**src/rtl/fp_fcl_pkg.sv**
```systemverilog
// Shared types and constants for the fully-connected PE array sequencer.
// The default lane geometry lives here so helpers and the top agree on it.
package fp_fcl_pkg;

   typedef enum logic [1:0] {
      ST_IDLE    = 2'd0,
      ST_FETCH   = 2'd1,
      ST_DRAIN   = 2'd2,
      ST_CAPTURE = 2'd3
   } fcl_state_t;

   localparam int DRAIN_CYC = 2;
   localparam int RD_LAT    = 1;

   localparam int PAR_DEF = 4;
   localparam int DW_DEF  = 8;

   // Lane idx of a packed PAR_DEF x DW_DEF bus, lane 0 in the low bits.
   function automatic logic [DW_DEF-1:0] lane_of(input logic [PAR_DEF*DW_DEF-1:0] vec,
                                                 input int idx);
      return vec[idx*DW_DEF +: DW_DEF];
   endfunction

endpackage

```
**src/rtl/fp_fcl_res_buf.sv**
```systemverilog
// One-entry result register on a valid/ready port. A new word may be loaded
// in the same cycle the held word is accepted, so back-to-back jobs never stall.
module fp_fcl_res_buf #(
   parameter int W = 32
) (
   input  logic         clk,
   input  logic         rst,
   input  logic         load_i,
   input  logic [W-1:0] data_i,
   output logic         can_load_o,
   output logic         valid_o,
   input  logic         ready_i,
   output logic [W-1:0] data_o
);

   // Handshake: a word transfers on any edge where valid_o && ready_i; valid_o
   // never drops and data_o never changes while valid_o is high and ready_i low.
   logic         valid_q, valid_d;
   logic [W-1:0] data_q,  data_d;

   assign can_load_o = ~valid_q | ready_i;

   always_comb begin
      valid_d = valid_q;
      data_d  = data_q;
      if (load_i) begin
         valid_d = 1'b1;
         data_d  = data_i;
      end else if (ready_i) begin
         valid_d = 1'b0;
      end
   end

   always_ff @(posedge clk or negedge rst) begin
      if (!rst) begin
         valid_q <= 1'b0;
         data_q  <= '0;
      end else begin
         valid_q <= valid_d;
         data_q  <= data_d;
      end
   end

   assign valid_o = valid_q;
   assign data_o  = data_q;

endmodule

```
**src/rtl/fp_fcl_ctrl.sv**
```systemverilog
// Sequencer for the fixed-point fully-connected PE array: fetches a vector and
// its weights, streams them into the array and buffers the lane sums.
module fp_fcl_ctrl
   import fp_fcl_pkg::*;
#(
   parameter int PAR       = PAR_DEF,
   parameter int DATAWIDTH = DW_DEF,
   parameter int MAX_LEN   = 256,
   parameter int ADDR_W    = $clog2(MAX_LEN)
) (
   input  logic                     clk,
   input  logic                     rst,
   input  logic                     start,
   input  logic [ADDR_W:0]          len,
   output logic                     busy,
   output logic                     act_rd_en,
   output logic [ADDR_W-1:0]        act_rd_addr,
   input  logic [DATAWIDTH-1:0]     act_rd_data,
   output logic                     w_rd_en,
   output logic [ADDR_W-1:0]        w_rd_addr,
   input  logic [PAR*DATAWIDTH-1:0] w_rd_data,
   output logic [DATAWIDTH-1:0]     pe_in,
   output logic [PAR*DATAWIDTH-1:0] pe_w,
   output logic                     pe_load_n,
   input  logic [PAR*DATAWIDTH-1:0] pe_out,
   output logic                     res_valid,
   input  logic                     res_ready,
   output logic [PAR*DATAWIDTH-1:0] res_data,
   output logic [1:0]               dbg_state_o
);

   localparam int LEN_W  = ADDR_W + 1;
   localparam int BUS_W  = PAR * DATAWIDTH;
   localparam int DCNT_W = $clog2(DRAIN_CYC + 1);

   fcl_state_t        state_q, state_d;
   logic [LEN_W-1:0]  len_q,   len_d;
   logic [ADDR_W-1:0] cnt_q,   cnt_d;
   logic [DCNT_W-1:0] dcnt_q,  dcnt_d;

   logic start_ok;
   logic last_elem;
   logic fetch;
   logic rd_first;
   logic cap_load;
   logic buf_can_load;

   // Read-data valid/first flags, delayed by the RAM read latency.
   logic [RD_LAT-1:0] vld_sr_q;
   logic [RD_LAT-1:0] first_sr_q;

   logic [DATAWIDTH-1:0] pe_in_q;
   logic [BUS_W-1:0]     pe_w_q;
   logic                 pe_load_n_q;

   assign start_ok  = start && (len != '0) && (len <= LEN_W'(MAX_LEN));
   assign last_elem = ({1'b0, cnt_q} == (len_q - LEN_W'(1)));
   assign fetch     = (state_q == ST_FETCH);
   assign rd_first  = fetch && (cnt_q == '0);

   always_comb begin
      state_d  = state_q;
      len_d    = len_q;
      cnt_d    = cnt_q;
      dcnt_d   = dcnt_q;
      cap_load = 1'b0;
      case (state_q)
         ST_IDLE: begin
            if (start_ok) begin
               state_d = ST_FETCH;
               len_d   = len;
               cnt_d   = '0;
            end
         end
         ST_FETCH: begin
            cnt_d = cnt_q + ADDR_W'(1);
            if (last_elem) begin
               state_d = ST_DRAIN;
               dcnt_d  = '0;
            end
         end
         ST_DRAIN: begin
            if (dcnt_q == DCNT_W'(DRAIN_CYC - 1)) begin
               state_d = ST_CAPTURE;
            end else begin
               dcnt_d = dcnt_q + DCNT_W'(1);
            end
         end
         ST_CAPTURE: begin
            // The array holds its sum while inputs are zero, so waiting is free.
            if (buf_can_load) begin
               cap_load = 1'b1;
               state_d  = ST_IDLE;
            end
         end
         default: state_d = ST_IDLE;
      endcase
   end

   always_ff @(posedge clk or negedge rst) begin
      if (!rst) begin
         state_q <= ST_IDLE;
         len_q   <= '0;
         cnt_q   <= '0;
         dcnt_q  <= '0;
      end else begin
         state_q <= state_d;
         len_q   <= len_d;
         cnt_q   <= cnt_d;
         dcnt_q  <= dcnt_d;
      end
   end

   always_ff @(posedge clk or negedge rst) begin
      if (!rst) begin
         vld_sr_q    <= '0;
         first_sr_q  <= '0;
         pe_in_q     <= '0;
         pe_w_q      <= '0;
         pe_load_n_q <= 1'b1;
      end else begin
         vld_sr_q    <= RD_LAT'({vld_sr_q, fetch});
         first_sr_q  <= RD_LAT'({first_sr_q, rd_first});
         pe_in_q     <= vld_sr_q[RD_LAT-1] ? act_rd_data : '0;
         pe_w_q      <= vld_sr_q[RD_LAT-1] ? w_rd_data   : '0;
         pe_load_n_q <= ~(vld_sr_q[RD_LAT-1] & first_sr_q[RD_LAT-1]);
      end
   end

   fp_fcl_res_buf #(
      .W (BUS_W)
   ) u_res_buf (
      .clk        (clk),
      .rst        (rst),
      .load_i     (cap_load),
      .data_i     (pe_out),
      .can_load_o (buf_can_load),
      .valid_o    (res_valid),
      .ready_i    (res_ready),
      .data_o     (res_data)
   );

   assign busy        = (state_q != ST_IDLE);
   assign act_rd_en   = fetch;
   assign w_rd_en     = fetch;
   assign act_rd_addr = fetch ? cnt_q : '0;
   assign w_rd_addr   = fetch ? cnt_q : '0;
   assign pe_in       = pe_in_q;
   assign pe_w        = pe_w_q;
   assign pe_load_n   = pe_load_n_q;
   assign dbg_state_o = state_q;

endmodule

```
**config.mk**
```make
export PLATFORM = sky130hd
export DESIGN_NAME = fp_fcl_ctrl
export DESIGN_NICKNAME = d
export VERILOG_FILES = /design/src/rtl/fp_fcl_pkg.sv /design/src/rtl/fp_fcl_res_buf.sv /design/src/rtl/fp_fcl_ctrl.sv
export SDC_FILE = /design/constraint.sdc
export NUM_CORES = 1
export LEC_CHECK = 0
export ABC_AREA = 1
export CAP_MARGIN = 20
export CORE_MARGIN = 5
export CORE_UTILIZATION = 43
export DETAILED_ROUTE_END_ITERATION = 12
export PLACE_DENSITY = 0.77
export SLEW_MARGIN = 40
export SYNTH_ARGS = -nofsm -noshare
export SYNTH_HDL_FRONTEND = slang
export SYNTH_SLANG_ARGS = --single-unit
export TNS_END_PERCENT = 30
```
**constraint.sdc**
```tcl
create_clock -name clk -period 2 [get_ports clk]
set_input_delay 0.4 -clock clk [delete_from_list [all_inputs] [get_ports clk]]
set_output_delay 0.4 -clock clk [all_outputs]
set_load 0.01 [all_outputs]
```
After elaboration in Yosys (flattened, before gate mapping):

Index checks and enable logic that the tools add are counted.

* add/subtract/negate cells: 3
* magnitude comparators: 1
* eq/ne operators: 10
* muxes and demuxes: 17
* bitwise operators: 4
* reduce and logical (&&, ||, !) cells: 14

Operators with widths (number)
* 32-bit two-way mux: 1
* 8-bit two-way mux: 3
* 8-bit case mux with 2 select lines: 1
* 2-bit two-way mux: 6
* 2-bit != test, second input constant: 5
* 8-bit by 9-bit == test with 1-bit output: 1
* 9-bit less-or-equal comparator, second input constant: 1
* 9-bit nonzero test: 1
* 9-bit by 1-bit subtractor with 9-bit output, second input constant: 1
* 8-bit by 1-bit adder with 8-bit output, second input constant: 1
* 8-bit zero test: 1
* 2-bit case mux with 4 select lines: 1
* 2-bit nonzero test: 4
* 2-bit by 1-bit == test with 1-bit output, second input constant: 2
* 2-bit == test, second input constant: 2
* 1-bit two-way mux: 4
* 2-bit case mux with 2 select lines: 1
* 2-bit AND reduction: 2
* 4-bit AND reduction: 1
* 1-bit logical AND: 3
* 3-bit AND reduction: 1
* 2-bit by 1-bit adder with 2-bit output, second input constant: 1
* 2-bit zero test: 1
* 1-bit NOT: 2
* other kinds (2): 2

* bits in registers: 97
* input port bits: 85
* output and inout bits: 95
* logic and storage cells: 60

Logic depth before layout (Yosys ltp):

Gate-level depths: netlist of the first run.

* depth after elaboration: 5
* gate-level depth with buffers: 14
* mapped depth without buffers: 14

By module:

From an unflattened synthesis of the first run, not the netlist that was laid out.

* cells, all modules: 519
* area, all modules: 4409.2 um2

Modules (own cells, without submodules)
* fp_fcl_ctrl: instances 1, cells each 379, area each 3083.0 um2, sequential area each 1602.8 um2
* fp_fcl_res_buf: instances 1, cells each 140, area each 1326.3 um2, sequential area each 825.8 um2

Worst setup path after synthesis of the first run:

OpenSTA, ideal clock, no wires.

* path kind: reg2out
* from: register state_q[1] (netlist: dbg_state_o[1])
* to: output w_rd_addr[6]
* arrival: 1479 ps
* data required time: 1600 ps
* setup slack: 121 ps
* stages on the path, launching flop included: 7
* buffers on the path: 2
* cells stage by stage: dfrtp_1 inv_1 ha_1 clkbuf_1 nand2_1 inv_1 buf_4

* word-level cells in the longest chain between the ends: 2

RTL lines
* from (decl): RTL line fp_fcl_ctrl.sv:36 `fcl_state_t state_q, state_d;`
* from (signal assigned): RTL line fp_fcl_ctrl.sv:107 `state_q <= state_d;`
* 2-bit by 1-bit == test with 1-bit output: RTL line fp_fcl_ctrl.sv:58 `assign fetch = (state_q == ST_FETCH);`
* net act_rd_en: RTL line fp_fcl_ctrl.sv:16 `output logic act_rd_en,`
* 8-bit two-way mux
* to (decl): RTL line fp_fcl_ctrl.sv:20 `output logic [ADDR_W-1:0] w_rd_addr,`

The timed path passes the listed nets, and every way through them passes these cells.

Worst setup path in the final report of the first run:

* from: register state_q[0] (netlist: dbg_state_o[0])
* to: output busy

* word-level cells in the longest chain between the ends: 1

RTL lines
* 2-bit nonzero test: RTL line fp_fcl_ctrl.sv:143 `assign busy = (state_q != ST_IDLE);`
* to (decl): RTL line fp_fcl_ctrl.sv:15 `output logic busy,`

Every way passes these cells.

==> reports/metrics.csv, run 1 <==
metric,value,unit
status,completed,
cp_slowest_cell,dfrtp_1,
area_delta_synth_final,48.1,%
synthXorXnorAreaFrac,1.64,%
cts_max_path_buffers,2,
cts_hold_buf,0,
synth-compound-area-share,2.84,%
drc,0,
antenna_found_initial,0,
rsz0062_at_grt,false,
fp.dieH,110,um
reg2reg_depth,13,
grt_max_degree,42,
diodes,0,
drv_slew,0,
wl_per_cell,14.4,um
yosysUniqueCellTypes,30,
synthAdderAreaFrac,2.35,%
slew_headroom,64.2,%
worstPathCellList,"inv_1, ha_1, inv_1, dlygate4sd2_1",
start_util,43.9,%
cp-end-kind,primary output,
cts_root_buffer,clkbuf_8,
wirelength,11.0,mm
grt_usage,18.3,%
worstMarginPinSlew,0.536,ns
skew,0.0114,ns
yosys_warnings,0,
hp-class,in -> async,
rows,36,
fin_crit_sh,95.6,%
grt-ovfl-total,0,
timing.final.crit_period,1.91,ns
yosys.area_share.simple,17.7,%
boundaryPins,180,
grt_first_pass_wirelength,16.9,mm
port_buffers,179,
final_cell_mix,"clkdlybuf4s50_1, nand2_1, dfrtp_1",
synth.area.mux_share,8.44,%
crit_type,reg -> out,
syn_area_per_cell,9.61,um2
synth_seq_cells,97,
syn_inst,444,
drt_pass1_iterations,6,
drtIter0Drc,109,
final_net_count,716,
drive_above_1_share,15.6,%
crit_buf_inv,3,
cp_common_cell,inv_1,
cp_num_cells,4,
grt_pass1_vias,3476,
numCtsBuffers,9,
tns,0,ns
dp_slack,0.00847,ns
post-synth-top-area-fraction,56.3,%
clkTransAtPathRegs,0.10,ns
vias,3405,
cts_sinks,97,
yosysTopAreaCell,dfrtp_1,
h-tree-depth,3,
fillCellCount,802,
drtAntennaViolNets,0,
finalHoldViolCount,0,
critical_path_required,1.60,ns
drv_cap,0,
fmax,523,MHz
ys_top_cells_by_area,"dfrtp_1, nand2_1, mux2_2",
leakagePower,3.22,nW
crit_arrival,1.51,ns
cts_tree,built,
fp.dieW,110,um
layout_commonest_cell,clkdlybuf4s50_1,
clk_latency,0.35,ns
seq_area_frac_synth,56.9,%
gp_congestion,0.810,
syn_nets,537,
peakVddDrop,0.000824,V
setup_viol,0,
crit_family,buffers and inverters,
max_stage_delay,0.42,ns
synth_top_family_by_area,simple AND/OR/NAND/NOR gates,
die_area,12000,um2
detail_route.vias_per_cell,4.47,
setup_ws,0.0883,ns
p_per_area,1300,nW/um2
design.core.area,9730,um2
crit_fanout,4,
cp-start-kind,flip-flop,
netlist_area,4270,um2
hpwl,8.70,mm
==> sequential cells by signal, summed over array words and instances, names as in the netlist <==
name	cells
cnt_q	8
len_q	9
u_res_buf.data_o	32
pe_w	32
u_res_buf.valid_o	1
pe_load_n	1
vld_sr_q	1
dbg_state_o	2
dcnt_q	2
first_sr_q	1
pe_in	8
==> final timing paths <==
| path | endpoint | start | slack [ns] |
|---|---|---|---|
| setup reg to reg | dcnt_q[0] | len_q[0] | 0.20 |
| hold / removal | pe_in[3] | rst | 0.03 |
| min in group clk | pe_load_n | first_sr_q | 0.39 |
| max in group asynchronous | pe_load_n | rst | 1.37 |
| setup / recovery | busy | dbg_state_o[0] | 0.09 |
| hold reg to reg | pe_load_n | first_sr_q | 0.39 |
==> power by group <==
group,internal (mW),leakage [nW],switching [mW],total [mW]
clock,0.457,0.0770,0.662,1.12
combinational,2.15,1.91,1.91,4.06
sequential,2.68,1.24,0.351,3.03
total,5.29,3.22,2.93,8.21
==> synth_stat cells <==
library cell,instances
inv_2,7
a21oi_1,1
buf_2,5
mux2_2,32
dfrtp_1,96
nand3_1,20
ha_1,8
xnor2_1,4
nor4_2,1
nand4_1,2
nand3_2,2
dfstp_2,1
buf_4,11
or2_2,1
o21ai_0,14
nor2_2,5
inv_1,73
nand2_4,2
nor4_1,1
nor3_1,1
clkbuf_1,6
nor3b_1,1
o21ai_2,1
nor2_1,18
nor2_4,1
nand2_2,3
a21boi_1,1
xor2_1,4
o21ai_1,6
nand2_1,116
==> area by class of cell <==
class / instances / area, um2 / share of cell area, %
clock buffer: 12 / 135 / 2.14
clock inverter: 4 / 28.8 / 0.455
inverter: 80 / 300 / 4.75
timing repair buffer: 190 / 1850 / 29.3
tap: 133 / 166 / 2.63
multi-input combinational: 245 / 1410 / 22.3
sequential: 97 / 2430 / 38.4
==> stage by stage <==
| stage | util (%) | hold slack [ns] | cell area [um2] | power, mW | std cells |
|---|---|---|---|---|---|
| 2_1_floorplan | - | 0.104 | 4270 | 5.14 | 444 |
| 3_3_place_gp | 64.0 | 0.359 | 6220 | 7.06 | 743 |
| 3_5_place_dp | 64.0 | 0.378 | 6220 | 7.20 | 743 |
| 4_1_cts | 65.7 | 0.0333 | 6390 | 8.33 | 761 |
| 5_1_grt | 65.0 | 0.0549 | 6320 | 8.82 | 761 |
| 6_report | 65.0 | 0.0269 | 6320 | 8.21 | 761 |
==> layer usage <==
| metal | track usage, % | share of wire (%) |
|---|---|---|
| met1 | 21.6 | 40 |
| met2 | 32.7 | 51 |
| met3 | 4.23 | 6.7 |
| met4 | 5.97 | 2.0 |
| met5 | 0 | 0 |
==> logic make-up after synthesis <==
| family | count (synthesis) |
|---|---|
| adders and majority gates | 8 |
| xor gates and xnor gates | 8 |
| muxes | 32 |
| AOI/OAI and AO/OA | 23 |
| buffers and inverters | 102 |
| and+or+nand+nor | 174 |
| DFF | 97 |
==> timing repair <==
item,4_1_cts,5_1_grt
gates resized for setup,25,27
buffers inserted,2,0
cloned,0,0
setup endpoints to repair,19,16
No activity file was read; power rests on OpenSTA's default activity.
==> run 2: changes to the inputs <==
--- a/config.mk
+++ b/config.mk
@@ -8,9 +8,10 @@
 export ABC_AREA = 1
 export CAP_MARGIN = 20
 export CORE_MARGIN = 5
-export CORE_UTILIZATION = 43
+export CORE_UTILIZATION = 44
+export CTS_BUF_LIST = sky130_fd_sc_hd__clkbuf_8
 export DETAILED_ROUTE_END_ITERATION = 12
-export PLACE_DENSITY = 0.77
+export PLACE_DENSITY = 0.78
 export SLEW_MARGIN = 40
 export SYNTH_ARGS = -nofsm -noshare
 export SYNTH_HDL_FRONTEND = slang
==> run 2 against run 1 <==
  * Power is 1.6% higher
  * Worst setup slack got worse by 0.015 ns
  * Fmax is 0.79% lower
  * Die area fell by 2.1%
  * Via count up 2.6%
  * Sequential share of layout area down 0.48 points
  * First-iteration DRC count rose by 73%
  * Register-to-register slack about the same
  * Hold slack gained 0.34 ns
  * Critical endpoint is now act_rd_addr[4]
==> reports/metrics.csv, run 2 (synthesized netlist as in run 1, its figures left out) <==
metric,value,unit
status,completed,
swShare,35.0,%
cts_max_path_buffers,2,
holdWs,0.368,ns
placed_area,6180,um2
crit_fanout,11,
setup_viol,0,
cp-start-kind,flip-flop,
grt-ovfl-total,0,
leakagePower,3.27,nW
cp_num_cells,5,
start_util,44.5,%
h-tree-depth,3,
area_delta_synth_final,50.0,%
peakVddDrop,0.000883,V
clk_latency,0.36,ns
finalHoldViolCount,0,
switching_power,2.92,mW
fin_crit_sh,96.3,%
drtAntennaViolNets,0,
vias,3494,
hp-start,first_sr_q,
grt_max_degree,58,
gp_congestion,0.860,
skew,0.0130,ns
worstPathCellList,"ha_1, buf_6, nand2_1, inv_1, dlygate4sd2_1",
clkTransAtPathRegs,0.09,ns
rows,36,
cp-end-kind,primary output,
diodes,0,
crit_arrival,1.53,ns
grt_first_pass_wirelength,16.7,mm
die_area,11800,um2
grt_usage,18.2,%
worstMarginPinSlew,0.373,ns
dp_slack,0.0752,ns
holdPathStages,1,
drc,0,
fp.dieH,108,um
comb_power_share,47.8,%
critical_path_required,1.60,ns
drt_pass1_iterations,4,
fmax,519,MHz
detail_route.vias_per_cell,4.59,
timing.final.crit_period,1.93,ns
tns,0,ns
design.core.area,9590,um2
drv_slew,0,
drv_cap,0,
reg2reg_depth,13,
crit_buf_inv,3,
intPower,5.42,mW
finalPower,8.34,mW
cts_tree,built,
max_stage_delay,0.42,ns
setup_ws,0.0731,ns
crit_family,buffers and inverters,
setup.worst_path.start,dbg_state_o[0],
worstReg2RegStart,len_q[0],
drive_above_1_share,13.1,%
clock_power_share,15.6,%
drtIter0Drc,189,
final_cell_mix,"clkdlybuf4s50_1, nand2_1, dfrtp_1",
cp_slowest_cell,dfrtp_1,
crit_type,reg -> out,
hpwl,8.63,mm
antenna_found_initial,0,
stdcell_area,6400,um2
final_net_count,716,
hp-class,reg -> reg,
wirelength,10.9,mm
fp.dieW,108,um
numCtsBuffers,9,
pwr-share-seq,36.6,%
rsz0062_at_grt,true,
slew_headroom,74.9,%
boundaryPins,180,
cts_root_buffer,clkbuf_8,
grt_pass1_vias,3438,
p_per_area,1300,nW/um2
layout_commonest_cell,clkdlybuf4s50_1,
wl_per_cell,14.3,um
port_buffers,179,
cts_sinks,97,
[run 2: layout make-up]
| cell class | count | area (um2) |
|---|---|---|
| Inverter | 80 | 300 |
| Sequential cell | 97 | 2430 |
| Tap cell | 133 | 166 |
| Timing Repair Buffer | 190 | 1890 |
| Fill cell | 779 | 3190 |
| Clock buffer | 11 | 151 |
| Clock inverter | 5 | 55.1 |
| Multi-Input combinational cell | 245 | 1410 |
[run 2: final timing paths]
path	end	slack, ns
max	act_rd_addr[4]	0.07
min	pe_load_n	0.37
max reg2reg	dcnt_q[1]	0.20
min reg2reg	pe_load_n	0.37
max in group asynchronous	pe_load_n	0.90
min in group asynchronous	len_q[6]	0.45
[run 2: repair_timing]
action / CTS / global route
gates cloned: 0 / 0
gates resized for setup: 20 / 9
setup endpoints to repair: 19 / 11
hold buffers: 1 / 0
buffers inserted: 2 / 0
endpoints found under the hold margin: 15 / 0
[run 2: worst register-to-register path, cell delays in order (launching register included)]
cell	delay (ns)
dfrtp_1	0.40
inv_2	0.12
ha_1	0.24
nand2_1	0.07
nor2_1	0.14
nand2_1	0.07
nand2_1	0.06
nand3_1	0.11
nor2_2	0.11
nand3_2	0.09
nand2_4	0.10
nand2_2	0.06
nand2_1	0.07
nand2_1	0.05
[run 2: metrics by stage]
stage / util, % / cells
finish: 66.7 / 761
global route: 66.7 / 761
CTS: 66.6 / 761
detailed placement: 64.4 / 742
global placement: 64.4 / 742
floorplan: - / 444
[run 2: power groups by stage]
stage | Combinational (mW) | Sequential (mW) | Clock (mW)
finish | 3.99 | 3.05 | 1.30
global placement | 3.92 | 3.07 | 0
detailed placement | 4.02 | 3.11 | 0
CTS | 4.05 | 3.06 | 1.34
floorplan | 1.78 | 3.36 | 0
global route | 4.38 | 3.15 | 1.41
[run 2: per-layer routing]
| metal | track usage, % | wire [um] |
|---|---|---|
| met2 | 34.1 | 5820 |
| met5 | 0 | 0 |
| met4 | 6.22 | 146 |
| met3 | 2.81 | 674 |
| met1 | 20.8 | 4230 |
==> run 3: changes to the inputs <==
--- a/config.mk
+++ b/config.mk
@@ -8,10 +8,10 @@
 export ABC_AREA = 1
 export CAP_MARGIN = 20
 export CORE_MARGIN = 5
-export CORE_UTILIZATION = 44
+export CORE_UTILIZATION = 25
 export CTS_BUF_LIST = sky130_fd_sc_hd__clkbuf_8
 export DETAILED_ROUTE_END_ITERATION = 12
-export PLACE_DENSITY = 0.78
+export PLACE_DENSITY = 0.48
 export SLEW_MARGIN = 40
 export SYNTH_ARGS = -nofsm -noshare
 export SYNTH_HDL_FRONTEND = slang
==> run 3 against run 2 <==
  * Final cell count up 12%
  * Clock power decreased by 5%
  * Clock skew shrank 0.0023 ns
  * Combinational power increased by 3%
  * Wire length rose by 7.0%
  * Critical endpoint is now dbg_state_o[0]
  * Largest cell class unchanged
  * Highest routed layer unchanged
==> reports/metrics.csv, run 3 (synthesized netlist as in run 1, its figures left out) <==
metric,value,unit
worstMarginPinSlew,0.552,ns
finalHoldViolCount,0,
leakagePower,3.26,nW
setup_viol,0,
antenna_found_initial,0,
peakVddDrop,0.000567,V
drt_pass1_iterations,4,
crit_buf_inv,2,
gp_congestion,0.855,
worstReg2RegStart,len_q[0],
swShare,36.3,%
drtIter0Drc,168,
layout_commonest_cell,clkdlybuf4s50_1,
design.core.area,16600,um2
hpwl,9.03,mm
intPower,5.32,mW
cts_tree,built,
clk_latency,0.37,ns
clkTransAtPathRegs,0.09,ns
grt-ovfl-total,0,
area.sequential,2430,um2
rows,47,
clock_power_share,14.7,%
cts_hold_buf,0,
final_cell_mix,"clkdlybuf4s50_1, nand2_1, dfrtp_1",
start_util,25.6,%
post_cts_buffers,0,
detail_route.vias_per_cell,3.99,
crit_arrival,1.47,ns
cp-end-kind,primary output,
fillCellCount,1659,
grt_usage,11.7,%
drc,0,
vias,3393,
area_delta_synth_final,52.1,%
dp_slack,0.0668,ns
p_per_area,1290,nW/um2
multi_input_area,1430,um2
cts_root_buffer,clkbuf_8,
grt_max_degree,42,
placed_cells,834,
diodes,0,
slew_headroom,63.2,%
worstPathCellList,"buf_4, clkdlybuf4s50_1",
hp-class,in -> async,
port_buffers,179,
fin_crit_sh,93.5,%
switching_power,3.04,mW
fp.dieW,141,um
numCtsBuffers,9,
rsz0062_at_grt,false,
cp_slowest_cell,clkdlybuf4s50_1,
status,completed,
fmax,535,MHz
crit_family,buffers and inverters,
finalPower,8.36,mW
h-tree-depth,3,
fp.dieH,141,um
skew,0.0107,ns
pwr-share-seq,36.4,%
comb_power_share,49.0,%
grt_pass1_vias,3522,
drv_cap,0,
wl_per_cell,13.7,um
setup_ws,0.129,ns
boundaryPins,180,
cp-start-kind,flip-flop,
final_net_count,718,
grt_first_pass_wirelength,18.5,mm
crit_fanout,3,
crit_type,reg -> out,
holdWs,0.0128,ns
timing.final.crit_period,1.87,ns
drtAntennaViolNets,0,
die_area,19800,um2
critical_path_required,1.60,ns
instances_no_fill,850,
drv_slew,0,
drive_above_1_share,16.3,%
cts_sinks,97,
wirelength,11.6,mm
cts_max_path_buffers,2,
tns,0,ns
cts_resized,36,
max_stage_delay,0.53,ns
setup.worst_path.start,dbg_state_o[0],
run 3: worst reg2reg max path: stages (launching register included):
cell and delay [ns]:
dfrtp_1 0.41, inv_2 0.13, ha_2 0.23, nand2_1 0.06, nor2_1 0.13, nand2_1 0.06
nand2_1 0.06, nand3_1 0.11, nor2_2 0.11, nand3_2 0.08, nand2_4 0.10, nand2_2 0.06
nand2_1 0.07, nand2_1 0.04
run 3: power groups by stage:
stage | Combinational (mW) | Clock (mW) | Sequential [mW]
floorplan | 1.78 | 0 | 3.36
global placement | 4.16 | 0 | 3.07
detailed placement | 4.18 | 0 | 3.09
CTS | 4.19 | 1.30 | 3.05
global route | 4.53 | 1.37 | 3.13
finish | 4.10 | 1.23 | 3.04
run 3: final timing paths:
path	endpoint	slack (ns)	cells past startpoint
max in group asynchronous	pe_in[5]	1.43	2
min in group clk	pe_load_n	0.37	1
worst max-delay path	dbg_state_o[0]	0.13	2
worst min register to register	pe_load_n	0.37	1
worst min-delay path	dbg_state_o[0]	0.01	1
worst max register to register	dcnt_q[1]	0.23	13
run 3: layout make-up:
class                   count  share of cell area [%]
clock inverters             7                   0.906
flip-flops and latches     97                    37.4
repair buffers            192                    28.9
inverters                  80                    4.63
clock buffers               9                    1.91
multi-input cells         245                    22.0
well taps                 220                    4.24
run 3: per-stage QoR:
step	utilization (%)	instance area (um2)
finish	39.0	6490
global route	39.0	6490
global placement	38.2	6350
detailed placement	38.2	6350
CTS	39.3	6540
floorplan	-	4270
run 3: per-layer routing:
| layer | GRT usage (%) | vias to the layer above | wire length (um) |
|---|---|---|---|
| li1 | - | 1699 | - |
| met1 | 13.1 | 1582 | 4650 |
| met2 | 21.7 | 102 | 6110 |
| met3 | 2.98 | 10 | 714 |
| met4 | 3.93 | 0 | 151 |
| met5 | 0 | - | 0 |
